--- src/rtl/hs_rr_arbiter.sv ---
// -----------------------------------------------------------------------------
// hs_rr_arbiter
//
// Round-robin arbiter that merges INPUTS handshaked requesters onto a single
// handshaked sink. A requester that wins with a non-last beat keeps the grant
// until its last beat has been transferred, so frames are never interleaved.
// The output stage is a registered skid-less pipeline register that sustains
// one beat per cycle while the sink is ready.
//
// Parameters
//   DATA_WIDTH : payload width per input
//   INPUTS     : number of requesters (2..16)
//   IDX_WIDTH  : width of source index fields, $clog2(INPUTS)
//
// Ports
//   clk          in   single clock, rising edge
//   rst          in   synchronous active-high reset
//   dataIn_data  in   INPUTS*DATA_WIDTH, input i at [i*DATA_WIDTH +: DATA_WIDTH]
//   dataIn_last  in   INPUTS, end-of-frame flag per input
//   dataIn_vld   in   INPUTS, valid per input
//   dataIn_rd    out  INPUTS, ready per input (one-hot or zero, combinational)
//   dataOut_data out  DATA_WIDTH, registered payload
//   dataOut_last out  registered end-of-frame flag
//   dataOut_src  out  IDX_WIDTH, index of the input that produced the beat
//   dataOut_vld  out  output valid
//   dataOut_rd   in   output ready
//   busy         out  high while a frame lock is held
// -----------------------------------------------------------------------------
module hs_rr_arbiter #(
  parameter int DATA_WIDTH = 8,
  parameter int INPUTS     = 4,
  parameter int IDX_WIDTH  = $clog2(INPUTS)
) (
  input  logic                         clk,
  input  logic                         rst,
  input  logic [INPUTS*DATA_WIDTH-1:0] dataIn_data,
  input  logic [INPUTS-1:0]            dataIn_last,
  input  logic [INPUTS-1:0]            dataIn_vld,
  output logic [INPUTS-1:0]            dataIn_rd,
  output logic [DATA_WIDTH-1:0]        dataOut_data,
  output logic                         dataOut_last,
  output logic [IDX_WIDTH-1:0]         dataOut_src,
  output logic                         dataOut_vld,
  input  logic                         dataOut_rd,
  output logic                         busy
);

  // Sum width is one bit wider than an index so ptr+offset cannot overflow
  // before the modulo-INPUTS correction.
  localparam int                 SUM_WIDTH = IDX_WIDTH + 1;
  localparam logic [SUM_WIDTH-1:0] INPUTS_W = SUM_WIDTH'(INPUTS);
  localparam logic [IDX_WIDTH-1:0] LAST_IDX = IDX_WIDTH'(INPUTS - 1);
  localparam logic [IDX_WIDTH-1:0] IDX_ZERO = {IDX_WIDTH{1'b0}};
  localparam logic [IDX_WIDTH-1:0] IDX_ONE  = {{(IDX_WIDTH-1){1'b0}}, 1'b1};
  localparam logic [INPUTS-1:0]    ONEHOT_0 = {{(INPUTS-1){1'b0}}, 1'b1};

  typedef enum logic [0:0] {
    ST_IDLE   = 1'b0,
    ST_LOCKED = 1'b1
  } state_t;

  // Arbitration state
  state_t               r_state;
  state_t               w_state_nxt;
  logic [IDX_WIDTH-1:0] r_ptr;
  logic [IDX_WIDTH-1:0] w_ptr_nxt;
  logic [IDX_WIDTH-1:0] r_lock_idx;
  logic [IDX_WIDTH-1:0] w_lock_nxt;

  // Output register
  logic [DATA_WIDTH-1:0] r_data;
  logic                  r_last;
  logic [IDX_WIDTH-1:0]  r_src;
  logic                  r_vld;

  // Selection datapath
  logic [DATA_WIDTH-1:0] w_data_arr [INPUTS];
  logic [2*INPUTS-1:0]   w_rot_dbl;
  logic [INPUTS-1:0]     w_rot;
  logic [IDX_WIDTH-1:0]  w_off;
  logic [SUM_WIDTH-1:0]  w_sum;
  logic [IDX_WIDTH-1:0]  w_idle_sel;
  logic [IDX_WIDTH-1:0]  w_sel;
  logic                  w_sel_exists;
  logic [DATA_WIDTH-1:0] w_sel_data;
  logic                  w_sel_last;
  logic [IDX_WIDTH-1:0]  w_ptr_inc;
  logic                  w_can_accept;
  logic                  w_xfer;

  // Unpack the flat payload bus so the winner can be picked by index.
  for (genvar gi = 0; gi < INPUTS; gi++) begin : g_unpack
    assign w_data_arr[gi] = dataIn_data[gi*DATA_WIDTH +: DATA_WIDTH];
  end

  // Round-robin search: rotate the valid vector so bit 0 corresponds to ptr,
  // find the lowest set bit, then map the offset back modulo INPUTS. The
  // explicit subtract keeps the wrap correct when INPUTS is not a power of 2.
  always_comb begin
    w_rot_dbl = {dataIn_vld, dataIn_vld} >> r_ptr;
    w_rot     = w_rot_dbl[INPUTS-1:0];
    w_off     = IDX_ZERO;
    for (int k = INPUTS - 1; k >= 0; k--) begin
      w_off = w_rot[k] ? IDX_WIDTH'(k) : w_off;
    end
    w_sum = {1'b0, r_ptr} + {1'b0, w_off};
    if (w_sum >= INPUTS_W) begin
      w_idle_sel = IDX_WIDTH'(w_sum - INPUTS_W);
    end else begin
      w_idle_sel = w_sum[IDX_WIDTH-1:0];
    end
  end

  // Choose the candidate: free round-robin in IDLE, the lock holder only in
  // LOCKED (other valid inputs are deliberately ignored until the frame ends).
  always_comb begin
    w_sel        = w_idle_sel;
    w_sel_exists = |dataIn_vld;
    case (r_state)
      ST_IDLE: begin
        w_sel        = w_idle_sel;
        w_sel_exists = |dataIn_vld;
      end
      ST_LOCKED: begin
        w_sel        = r_lock_idx;
        w_sel_exists = dataIn_vld[r_lock_idx];
      end
      default: begin
        w_sel        = w_idle_sel;
        w_sel_exists = |dataIn_vld;
      end
    endcase
  end

  // The output register can take a beat when it is empty or draining this
  // cycle; reset forces all readies low.
  assign w_can_accept = (~r_vld | dataOut_rd) & ~rst;
  assign w_xfer       = w_can_accept & w_sel_exists;
  assign dataIn_rd    = w_xfer ? (ONEHOT_0 << w_sel) : {INPUTS{1'b0}};
  assign w_sel_data   = w_data_arr[w_sel];
  assign w_sel_last   = dataIn_last[w_sel];
  assign w_ptr_inc    = (w_sel == LAST_IDX) ? IDX_ZERO : (w_sel + IDX_ONE);

  // Next-state logic: a non-last beat locks onto the winner without moving
  // ptr; a last beat releases the lock and advances ptr past the winner.
  always_comb begin
    w_state_nxt = r_state;
    w_ptr_nxt   = r_ptr;
    w_lock_nxt  = r_lock_idx;
    if (w_xfer) begin
      if (w_sel_last) begin
        w_state_nxt = ST_IDLE;
        w_ptr_nxt   = w_ptr_inc;
        w_lock_nxt  = r_lock_idx;
      end else begin
        w_state_nxt = ST_LOCKED;
        w_ptr_nxt   = r_ptr;
        w_lock_nxt  = w_sel;
      end
    end else begin
      w_state_nxt = r_state;
      w_ptr_nxt   = r_ptr;
      w_lock_nxt  = r_lock_idx;
    end
  end

  // Arbitration state register.
  always_ff @(posedge clk) begin
    if (rst) begin
      r_state    <= ST_IDLE;
      r_ptr      <= IDX_ZERO;
      r_lock_idx <= IDX_ZERO;
    end else begin
      r_state    <= w_state_nxt;
      r_ptr      <= w_ptr_nxt;
      r_lock_idx <= w_lock_nxt;
    end
  end

  // Output pipeline register: load on transfer, empty on drain, else hold so
  // the payload stays stable under backpressure.
  always_ff @(posedge clk) begin
    if (rst) begin
      r_data <= {DATA_WIDTH{1'b0}};
      r_last <= 1'b0;
      r_src  <= IDX_ZERO;
      r_vld  <= 1'b0;
    end else if (w_xfer) begin
      r_data <= w_sel_data;
      r_last <= w_sel_last;
      r_src  <= w_sel;
      r_vld  <= 1'b1;
    end else if (r_vld & dataOut_rd) begin
      r_vld  <= 1'b0;
    end else begin
      r_vld  <= r_vld;
    end
  end

  assign dataOut_data = r_data;
  assign dataOut_last = r_last;
  assign dataOut_src  = r_src;
  assign dataOut_vld  = r_vld;
  assign busy         = (r_state == ST_LOCKED);

endmodule

--- config.mk ---
export PLATFORM = sky130hd
export DESIGN_NAME = hs_rr_arbiter
export DESIGN_NICKNAME = d
export VERILOG_FILES = /design/src/rtl/hs_rr_arbiter.sv
export SDC_FILE = /design/constraint.sdc
export NUM_CORES = 1
export LEC_CHECK = 0
export ABC_AREA = 0
export ABC_CLOCK_PERIOD_IN_PS = 8800
export CORE_ASPECT_RATIO = 0.75
export CORE_MARGIN = 10
export CORE_UTILIZATION = 46
export CTS_CLUSTER_SIZE = 25
export DETAILED_ROUTE_END_ITERATION = 16
export PLACE_DENSITY = 0.89
export SYNTH_ARGS = -nofsm -noshare
export SYNTH_HDL_FRONTEND = slang
export SYNTH_SLANG_ARGS = --single-unit
--- constraint.sdc ---
create_clock -name clk -period 8.8 [get_ports clk]
set_input_delay 0.88 -clock clk [delete_from_list [all_inputs] [get_ports clk]]
set_output_delay 0.88 -clock clk [all_outputs]
set_load 0.005 [all_outputs]
==> impl_metrics.env <==
export IMPL_worst_relative_slew_slack_pct=24.1
export IMPL_via_count_of_the_first_global_routing_pass=1522
export IMPL_dieArea_um2=5780
export IMPL_rsz_0062_raised_after_global_routing="false"
export IMPL_cts_max_path_buffers=2
export IMPL_cts_inserted_buffers=3
export IMPL_synth_adder_area_share_pct=1.74
export IMPL_critPathMaxStageDelay_ns=0.65
export IMPL_cts_hold_repair_buffers=0
export IMPL_post_cts_setup_buffers=0
export IMPL_clock_latency_ns=0.26
export IMPL_drt_pass1_iter_count=4
export IMPL_crit_arrival_ns=4.18
export IMPL_worst_hold_path_type="reg2reg"
export IMPL_seq_area_frac_synth_pct=23.7
export IMPL_fin_area_um2=2030
export IMPL_finalCoreUtilization_pct=68.2
export IMPL_mean_instance_size_in_the_synthesized_netlist_um2=8.30
export IMPL_post_synth_xor_area_fraction_pct=2.44
export IMPL_ratio_of_final_minimum_period_to_clock_period_pct=57.6
export IMPL_std_cell_rows=17
export IMPL_cts_resized_gates=0
export IMPL_synth_compound_area_share_pct=28.7
export IMPL_worst_pin_slew_ns=1.14
export IMPL_synth_top_family_by_area="compound AO/OA/AOI/OAI gates"
export IMPL_numPlacedInstances=257
export IMPL_post_drt_wl_per_cell_um=17.2
export IMPL_critPathMaxFanout=10
export IMPL_yosys_warnings=0
export IMPL_final_hold_violation_count=0
export IMPL_yosys_cell_types_count=47
export IMPL_finalMaxSlewViolations=0
export IMPL_report_final_setup_viol=0
export IMPL_mostFrequentLayoutCell="sky130_fd_sc_hd__clkdlybuf4s50_1"
export IMPL_initial_core_util_pct=48.2
export IMPL_overflow=0
export IMPL_critPathKind="in2out"
export IMPL_routed_via_count=1544
export IMPL_placed_cell_area_um2=1990
export IMPL_syn_num_nets=218
export IMPL_p_per_area_nw_per_um2=337
export IMPL_clk_pin_slew_ns=0.06
export IMPL_worstPathCellList="clkdlybuf4s50_1, or4_1, o211ai_1, ha_1, xor2_1, xnor2_1, o21ai_2, inv_1, ha_1, and2_1, clkdlybuf4s50_1"
export IMPL_post_synth_and_or_nand_nor_area_fraction_pct=20.9
export IMPL_setup_tns_ns=0
export IMPL_drive_above_1_share_pct=10.8
export IMPL_report_power_total_uw=685
export IMPL_final_setup_skew_ns=0.00817
export IMPL_grt_pass1_wl_um=7450
export IMPL_io_buffers=59
export IMPL_muxShareOfSynthArea_pct=13.7
export IMPL_ctsRootBufferMaster="sky130_fd_sc_hd__clkbuf_8"
export IMPL_gp_congestion=0.836
export IMPL_synth_seq_cells=17
export IMPL_tritoncts_clock_tree="built"
export IMPL_status="finished, final reports clean"
export IMPL_synth_area_um2=1440
export IMPL_sinks_on_the_clock_net=17
export IMPL_instances_no_fill=261
export IMPL_detail_route_iter0_violations=131
export IMPL_detail_route_wirelength_um=4490
export IMPL_power_static_leakage_nw=0.816
export IMPL_drv_cap=0
export IMPL_required_time_reported_for_the_critical_path_endpoint_ns=7.92
export IMPL_design_core_area_um2=2980
export IMPL_syn_to_final_growth_pct=41.5
export IMPL_io_pins=60
export IMPL_max_clock_freq_mhz=197
export IMPL_cp_end_kind="output port"
export IMPL_vdd_ir_drop_max_mv=0.212
export IMPL_post_synth_inst_count=173
export IMPL_critical_path_startpoint_category="primary input"
export IMPL_finalWorstPathRequiredPeriod_ns=5.06
export IMPL_layout_cells_most_common_list="sky130_fd_sc_hd__clkdlybuf4s50_1 (59), sky130_fd_sc_hd__nand2_1 (25), sky130_fd_sc_hd__dfxtp_1 (17)"
export IMPL_finish_net_count=269
export IMPL_detailed_place_hpwl_um=3420
export IMPL_diodes=0
export IMPL_drt_vias_per_instance=5.92
export IMPL_detailedPlace_worstSlack_ns=3.77
export IMPL_fin_ws_ns=3.74
export IMPL_groute_usage_overall_pct=15.5
export IMPL_cts_htree_levels=1
export IMPL_drt_antenna_violating_nets=0
export IMPL_grt_start_max_net_pins=31
export IMPL_initial_antenna_violation_count=0
export IMPL_die_width_um=84.5
export IMPL_hold_slack_ns=0.497
export IMPL_cp_slowest_cell="sky130_fd_sc_hd__xnor2_1"
export IMPL_die_height_um=68.4
export IMPL_drc=0
==> registers in the layout, indices dropped and copies added (netlist names) <==
signal	count
dataOut_src	2
dataOut_last	1
busy	1
r_lock_idx	2
dataOut_vld	1
r_ptr	2
dataOut_data	8
==> layer usage <==
metal / part of all wire, % / vias to the layer above / wire [um] / track usage (%)
met1: 45 / 709 / 2010 / 20.2
met5: 0 / - / 0 / 0
met4: 0.89 / 0 / 40 / 3.07
li1: - / 765 / - / -
met3: 11 / 4 / 484 / 5.69
met2: 44 / 66 / 1960 / 24.1
==> area by class of cell <==
type / count / area (um2)
Multi-Input combinational cell: 135 / 973
Clock buffer: 3 / 41.3
Timing Repair Buffer: 60 / 598
Clock inverter: 1 / 5.00
Tap cell: 38 / 47.5
Sequential cell: 17 / 340
Fill cell: 249 / 946
Inverter: 7 / 26.3
==> report_power, final <==
part | switching [mW] | leakage (nW) | internal [mW]
clock network | 0.0295 | 0.0255 | 0.0315
registers | 0.0409 | 0.141 | 0.108
logic | 0.245 | 0.649 | 0.231
==> worst paths after layout <==
check                           slack, ns  cells past startpoint                           end                         start
worst max register to register       5.55                     10    r_lock_idx[0]$_SDFFE_PP0P_         r_ptr[0]$_SDFFE_PP0P_
worst min register to register       0.50                      2  dataOut_data[7]$_SDFFE_PP0P_  dataOut_data[7]$_SDFFE_PP0P_
worst min-delay path                 0.50                      2  dataOut_data[7]$_SDFFE_PP0P_  dataOut_data[7]$_SDFFE_PP0P_
worst max-delay path                 3.74                     11                  dataIn_rd[3]                 dataIn_vld[2]
==> logic make-up after synthesis <==
logic type | count (synthesis)
fa+ha+maj | 2
simple gates | 63
buf+inv | 21
xor+xnor | 4
compound gates | 49
mux | 17
flops | 17
==> cells in the mapped netlist (all sizes together) <==
cell type	instances	area (um2)
o2111ai	8	70.1
o41ai	1	8.76
a31o	7	61.3
o31ai	1	7.51
o211a	1	10.0
nand2	25	93.8
inv	7	26.3
mux4	1	26.3
nor4	2	18.8
nand3	4	20.0
nor2	12	45.0
o2111a	1	11.3
or2	1	6.26
and2	1	6.26
o311ai	1	8.76
a41oi	1	8.76
a21oi	2	10.0
clkbuf	9	53.8
o311a	1	10.0
mux2i	11	110
a311oi	1	8.76
or4	2	15.0
o21ai	6	33.8
and3	7	43.8
o211ai	9	67.6
nor3	6	30.0
o32ai	4	42.6
a32oi	1	16.3
or2b	1	8.76
xnor2	3	26.3
mux2	5	60.1
a211o	1	8.76
dlygate4sd1	1	8.76
o22ai	1	6.26
nand2b	2	12.5
xor2	1	8.76
a211oi	1	12.5
a311o	1	10.0
dfxtp	17	340
ha	2	25.0
buf	4	37.5
==> worst max-delay path, delay by kind of cell <==
family	cells	cell delay (ns)
xor+xnor	2	0.77
buf+inv	3	1.20
fa+ha+maj	2	0.37
simple gates	2	0.69
compound gates	2	0.26
(Power assumes the default switching activity.)
